File: config.mk
export PLATFORM = sky130hd
export DESIGN_NAME = arb_mux
export DESIGN_NICKNAME = d
export VERILOG_FILES = /design/src/rtl/arb_mux.sv
export SDC_FILE = /design/constraint.sdc
export NUM_CORES = 1
export LEC_CHECK = 0
export CAP_MARGIN = 30
export CORE_UTILIZATION = 50
export CTS_CLUSTER_SIZE = 10
export DETAILED_ROUTE_END_ITERATION = 6
export DONT_BUFFER_PORTS = 1
export MAX_ROUTING_LAYER = met4
export SLEW_MARGIN = 20
export SYNTH_ARGS = -nofsm -noshare
export SYNTH_HDL_FRONTEND = slang
export SYNTH_SLANG_ARGS = --single-unit
File: constraint.sdc
create_clock -name Clk_CI -period 3.18 [get_ports Clk_CI]
set_input_delay 0.795 -clock Clk_CI [delete_from_list [all_inputs] [get_ports Clk_CI]]
set_output_delay 0.795 -clock Clk_CI [all_outputs]
set_load 0.02 [all_outputs]
File: src/rtl/arb_mux.sv
// N-to-1 arbitrated multiplexer with a single registered output stage.
// Round-robin or fixed-priority selection; one word per cycle under full throughput.

module arb_mux_checker #(
  parameter int NUM_IN    = 4,
  parameter int SEL_WIDTH = 2
) (
  input logic                 clk,
  input logic                 rst,
  input logic [NUM_IN-1:0]    valid,
  input logic [NUM_IN-1:0]    ready,
  input logic                 out_valid,
  input logic                 out_ready,
  input logic [SEL_WIDTH-1:0] sel,
  input logic [SEL_WIDTH-1:0] ptr
);

  a_ready_onehot0: assert property (@(posedge clk) $onehot0(ready));

  a_ready_needs_valid: assert property (@(posedge clk) (ready & ~valid) == {NUM_IN{1'b0}});

  a_no_grant_when_full: assert property (@(posedge clk)
    (out_valid && !out_ready) |-> (ready == {NUM_IN{1'b0}}));

  a_no_grant_in_reset: assert property (@(posedge clk) rst |-> (ready == {NUM_IN{1'b0}}));

  a_sel_in_range: assert property (@(posedge clk) int'(sel) < NUM_IN);

  a_ptr_in_range: assert property (@(posedge clk) int'(ptr) < NUM_IN);

endmodule

module arb_mux #(
  parameter  int DATA_WIDTH = 7,
  parameter  int NUM_IN     = 4,
  parameter  int RR_MODE    = 1,
  localparam int SEL_WIDTH  = $clog2(NUM_IN)
) (
  input  logic                         Clk_CI,
  input  logic                         Rst_RI,
  input  logic [NUM_IN*DATA_WIDTH-1:0] Data_DI,
  input  logic [NUM_IN-1:0]            Valid_SI,
  output logic [NUM_IN-1:0]            Ready_SO,
  output logic [DATA_WIDTH-1:0]        Data_DO,
  output logic                         Valid_SO,
  output logic [SEL_WIDTH-1:0]         Sel_DO,
  input  logic                         Ready_SI
);

  localparam int                 SW1      = SEL_WIDTH + 1;
  localparam logic [SEL_WIDTH:0] NUM_IN_W = SW1'(NUM_IN);

  logic [DATA_WIDTH-1:0] data_r;
  logic                  valid_r;
  logic [SEL_WIDTH-1:0]  sel_r;
  logic [SEL_WIDTH-1:0]  ptr_r;

  logic                  free_s;
  logic                  grant_any_s;
  logic                  grant_s;
  logic [SEL_WIDTH-1:0]  grant_idx_s;
  logic [NUM_IN-1:0]     ready_s;
  logic [DATA_WIDTH-1:0] grant_data_s;

  // Channel index arithmetic modulo NUM_IN; inputs are always below NUM_IN.
  function automatic logic [SEL_WIDTH-1:0] wrap_add(input logic [SEL_WIDTH-1:0] base,
                                                    input logic [SEL_WIDTH:0]   off);
    logic [SEL_WIDTH:0] sum;
    sum = {1'b0, base} + off;
    if (sum >= NUM_IN_W) begin
      sum = sum - NUM_IN_W;
    end else begin
      sum = sum;
    end
    return sum[SEL_WIDTH-1:0];
  endfunction

  // Output stage can take a new word when empty or being drained this cycle.
  always_comb begin
    free_s = 1'b0;
    if (!valid_r || Ready_SI) begin
      free_s = 1'b1;
    end else begin
      free_s = 1'b0;
    end
  end

  // Scan channels starting at the pointer (round-robin) or at index 0 (fixed).
  always_comb begin
    logic [SEL_WIDTH-1:0] cand_v;
    cand_v      = {SEL_WIDTH{1'b0}};
    grant_any_s = 1'b0;
    grant_idx_s = {SEL_WIDTH{1'b0}};
    for (int k = 0; k < NUM_IN; k++) begin
      if (RR_MODE != 0) begin
        cand_v = wrap_add(ptr_r, SW1'(k));
      end else begin
        cand_v = SEL_WIDTH'(k);
      end
      if (!grant_any_s && Valid_SI[cand_v]) begin
        grant_any_s = 1'b1;
        grant_idx_s = cand_v;
      end else begin
        grant_any_s = grant_any_s;
      end
    end
  end

  // One-hot ready toward the granted channel, suppressed while in reset.
  always_comb begin
    grant_s = 1'b0;
    ready_s = {NUM_IN{1'b0}};
    if (free_s && grant_any_s && !Rst_RI) begin
      grant_s              = 1'b1;
      ready_s[grant_idx_s] = 1'b1;
    end else begin
      grant_s = 1'b0;
    end
  end

  assign grant_data_s = Data_DI[int'(grant_idx_s)*DATA_WIDTH +: DATA_WIDTH];

  // Output register and round-robin pointer; reset overrides any transfer.
  always_ff @(posedge Clk_CI) begin
    if (Rst_RI) begin
      valid_r <= 1'b0;
      data_r  <= {DATA_WIDTH{1'b0}};
      sel_r   <= {SEL_WIDTH{1'b0}};
      ptr_r   <= {SEL_WIDTH{1'b0}};
    end else if (free_s) begin
      if (grant_s) begin
        valid_r <= 1'b1;
        data_r  <= grant_data_s;
        sel_r   <= grant_idx_s;
        if (RR_MODE != 0) begin
          ptr_r <= wrap_add(grant_idx_s, {{SEL_WIDTH{1'b0}}, 1'b1});
        end
      end else begin
        valid_r <= 1'b0;
      end
    end
  end

  assign Ready_SO = ready_s;
  assign Data_DO  = data_r;
  assign Valid_SO = valid_r;
  assign Sel_DO   = sel_r;

  arb_mux_checker #(
    .NUM_IN    (NUM_IN),
    .SEL_WIDTH (SEL_WIDTH)
  ) u_checker (
    .clk       (Clk_CI),
    .rst       (Rst_RI),
    .valid     (Valid_SI),
    .ready     (Ready_SO),
    .out_valid (valid_r),
    .out_ready (Ready_SI),
    .sel       (sel_r),
    .ptr       (ptr_r)
  );

endmodule

### Word-level counts from Yosys, hierarchy flattened

Cells that the tools add are included.

* bits in registers: 12
* bits of input ports: 35
* output and inout port bits: 14
* word-level logic and storage cells: 66

* add/subtract/negate cells: 9
* multiply operators: 1
* magnitude comparators: 11
* shift operators: 1
* mux-type cells: 27
* reductions and logical operators: 13

Operator list (count)
* indexed part select 28 x 6 -> 7 bit: 1
* two-way mux 2 bit: 9
* less-than comparator 2 x 3 -> 1 bit, second input constant: 5
* >= comparator 3 bit, second input constant: 4
* two-way mux 1 bit: 12
* subtractor 2 x 1 -> 2 bit, second input constant: 5
* binary-select mux 1 bit (select 2 bit): 4
* adder 2 x 1 -> 3 bit, second input constant: 2
* adder 2 x 2 -> 3 bit, second input constant: 2
* logical AND 1 bit: 6
* zero test 1 bit: 5
* multiplier 2 x 3 -> 5 bit, second input constant: 1
* two-way mux 4 bit: 1
* >= comparator 2 x 3 -> 1 bit, second input constant: 1
* demux 1 bit (select 2 bit): 1
* >= comparator 2 x 1 -> 1 bit, second input constant: 1
* AND reduction 2 bit: 1
* logical OR 1 bit: 1

### Depth between registers and ports, before layout

* depth in word-level cells: 19
* mapped depth: 7
* depth with buffers taken out: 5

### Least setup slack after synthesis

OpenSTA, ideal clock, no wires.

* kind: input to output
* start: input port Valid_SI[2]
* end: output port Ready_SO[1]
* arrival: 1.838 ns
* required time: 2.385 ns
* path slack: 0.547 ns
* cell stages on the path: 6
* buffers on the path: 1
* cell sequence: nor2b_1 > o21ai_0 > o211ai_1 > nand2b_1 > buf_2 > nor2_1

* cells in the longest elaborated chain, start to end: 17
* elaborated cells between the ends (all ways): 30
* classes of those cells: order compare: 2; mux: 19; reduce/logical: 9

RTL lines
* from (decl): RTL line 42 `input logic [NUM_IN-1:0] Valid_SI,`
* binary-select mux 1 bit (select 2 bit): RTL line 100 `if (!grant_any_s && Valid_SI[cand_v]) begin`
* two-way mux 1 bit (not written as such): RTL line 100
* two-way mux 1 bit: RTL line 100
* zero test 1 bit: RTL line 100
* logical AND 1 bit: RTL line 100
* two-way mux 1 bit: RTL line 100
* zero test 1 bit: RTL line 100
* logical AND 1 bit: RTL line 100
* two-way mux 1 bit: RTL line 100
* zero test 1 bit: RTL line 100
* logical AND 1 bit: RTL line 100
* two-way mux 2 bit: RTL line 100
* less-than comparator 2 x 3 -> 1 bit (not written as such) or >= comparator 2 x 1 -> 1 bit (tied branches): RTL line 115 `ready_s[grant_idx_s] = 1'b1;`
* logical AND 1 bit (not written as such): RTL line 115
* two-way mux 1 bit (not written as such): RTL line 115
* demux 1 bit (select 2 bit): RTL line 115
* two-way mux 4 bit *: RTL line 113 `if (free_s && grant_any_s && !Rst_RI) begin`
* to (decl): RTL line 43 `output logic [NUM_IN-1:0] Ready_SO,`

Every way passes the cells marked *; elsewhere a longest branch is shown, timed or not. The select of a mux whose other input is x is not followed.

### Worst setup path after layout

* start: input port Valid_SI[2]
* end: output port Ready_SO[0]

The elaborated chain is that of the path after synthesis.

==> results_dict.tcl <==
set metrics [dict create \
    ff2ff_path_depth 6 \
    synth_top_flop_cell "dfxtp_1" \
    htreeDepth 1 \
    p_leak_nw 0.309 \
    yosysTopAreaCell "dfxtp_1" \
    grtUsageTotal_pct 19.7 \
    worstSkewPairLatency_ns 0.28 \
    coreArea_um2 1330 \
    hold_viol 0 \
    hp-class "flip-flop to flip-flop" \
    synth_fp_nets 114 \
    synth_compound_area_share_pct 16.5 \
    synth-async-reset-ratio_pct 0 \
    die_y_um 40.1 \
    whs_path_depth 2 \
    maxCapViolCount 0 \
    report.final.slew_viol_count 0 \
    yosys_register_bits 12 \
    crit_type "input pin to output pin" \
    dr.pass1.iters 4 \
    r2r-end "Data_DO[2]" \
    cts_resized 0 \
    avgSynthCellArea_um2 9.20 \
    crit_arrival_ns 1.97 \
    synth_most_common_cell "mux2i_1" \
    cts.sinks 12 \
    timing.final.ws_setup_ns 0.412 \
    rrSetupSlack_ns 1.56 \
    r2r_start "ptr_r[0]" \
    synth_top_family_by_area "simple AND/OR/NAND/NOR gates" \
    timing.final.crit_share_pct 87.0 \
    cp_data_required_time_ns 2.38 \
    cts_hold_buf 0 \
    p_per_area_nw_per_um2 555 \
    synth.area.mux_share_pct 19.3 \
    syn_area_um2 727 \
    vdd_drop_max_v 0.000286 \
    antenna_found_initial 0 \
    relSlewSlack_pct 68.1 \
    cts_made_buffers 3 \
    synth_seq_area_share_pct 33.0 \
    gp_congestion 0.652 \
    postLayoutCoreUtil_pct 58.1 \
    synth-xor-area-share_pct 1.20 \
    cp_max_fo 9 \
    grt_pass1_vias 497 \
    skew_ns 0.00120 \
    setup_viol 0 \
    n_antenna_cell 0 \
    wl_per_cell_um 15.1 \
    synthTopCellsByCount "mux2i_1 (14), dfxtp_1 (12), nand3b_1 (8)" \
    die_x_um 40.1 \
    wl_um 1480 \
    yosys.area_share.simple_pct 22.7 \
    cts_setup_buffers 0 \
    synth_edf_count 0 \
    multi_input_area_um2 434 \
    hpwl_um 1100 \
    drt_iter0_markers 5 \
    rows 13 \
    syn_to_final_growth_pct 6.54 \
    synth_area_leaders "dfxtp_1 (33%), mux2i_1 (19%), o221ai_1 (8.4%)" \
    drc 0 \
    vias 611 \
    io_pins 49 \
    fillers 135 \
    min_to "ptr_r[1]" \
    synth_top_area_share_pct 33.0 \
    clockBufferDepth 2 \
    initial_core_util_pct 54.5 \
    status "complete, no violations" \
    ant_nets 0 \
    fmax_mhz 361 \
    end_kind "output pin" \
    via_per_inst 6.23 \
    fin_nets 119 \
    portBuffers 0 \
    cts_tree "built" \
    synth-adder-area-share_pct 0 \
    grt_pass1_wl_um 2030 \
    cts_root_buf "clkbuf_4" \
    period_needed_ns 2.77 \
    path_clk_slew_ns 0.08 \
    hp-start "ptr_r[1]" \
    rsz0062_at_grt "no" \
    pre_cts_ws_ns 0.405 \
    grt_max_degree 15 \
    layout-drive-gt1-share_pct 12.0 \
    tightest_slew_ns 0.474 \
    dpl.cell_count 94 \
    final_cells 98 \
    regArea_um2 240 \
    dieArea_um2 1610 \
    fin_tns_setup_ns 0 \
    synth_warnings 0 \
    worst_setup_path_start_kind "input pin" \
    synthCells 79 \
    synth_cell_types 25 \
    grt_overflow 0 \
]
## per-stage QoR
step | total power (W) | cell area, um2 | hold WS, ns
floorplan | 0.000300 | 727 | 0.512
global placement | 0.000309 | 738 | 0.531
detailed placement | 0.000310 | 738 | 0.533
CTS | 0.000432 | 774 | 0.543
global route | 0.000453 | 774 | 0.568
finish | 0.000430 | 774 | 0.546
## final cells by class
cell class              count  share of cell area (%)
clock buffers               4                    4.68
multi-input cells          60                    56.1
repair buffers              5                    4.85
flip-flops and latches     12                    31.0
inverters                   2                   0.969
well taps                  15                    2.42
## report_power, final
group	switching, W	leakage (nW)	internal (W)	total, W
combinational	0.0000502	0.189	0.0000473	0.0000975
sequential	0.0000366	0.0997	0.000172	0.000208
clock	0.0000539	0.0210	0.0000697	0.000124
total	0.000141	0.309	0.000289	0.000430
## critical path, stage by stage
cell and delay, ns:
nor4_1 0.05, nor3_1 0.42, nand2_1 0.32, nor2_1 0.39
## registers in the layout (all words and copies together) (netlist names)
| name | cells |
|---|---|
| Data_DO | 7 |
| Sel_DO | 2 |
| Valid_SO | 1 |
| ptr_r | 2 |
## layer usage
layer	track usage, %	up-vias	share of wire [%]	wire, um
met4	10.3	0	2.2	33
met2	27.8	32	44	644
met1	25.8	271	45	672
met5	-	-	0	0
li1	-	303	-	-
met3	4.44	5	8.8	130
## cell usage in the layout, fill, tap and decap left out, drive strengths merged
cell type  instances
mux2i             14
o211ai             1
a211oi             1
xor2               1
nor2               6
or3                1
and2               1
buf                5
nor3               1
nor4               1
o21ai              1
inv                2
o221ai             7
nand3b             8
o32a               1
dfxtp             12
clkbuf             4
a21o               1
nor2b              4
a21oi              4
nand2              4
nand2b             3
## cell families after synthesis
logic type | after synthesis
DFF | 12
and+or+nand+nor | 29
buffers and inverters | 7
xor gates and xnor gates | 1
muxes | 14
AOI/OAI and AO/OA | 16
## worst max-delay path by stage
stage / start / to / slack (ns)
6_report: Valid_SI[2] / Ready_SO[0] / 0.41
4_1_cts: Valid_SI[2] / Ready_SO[0] / 0.40
5_1_grt: Valid_SI[2] / Ready_SO[0] / 0.29
3_5_place_dp: Valid_SI[2] / Ready_SO[0] / 0.41
2_1_floorplan: Valid_SI[2] / Ready_SO[1] / 0.55
3_3_place_gp: Valid_SI[2] / Ready_SO[0] / 0.47
Note: power is estimated with default switching activity, not from simulation.
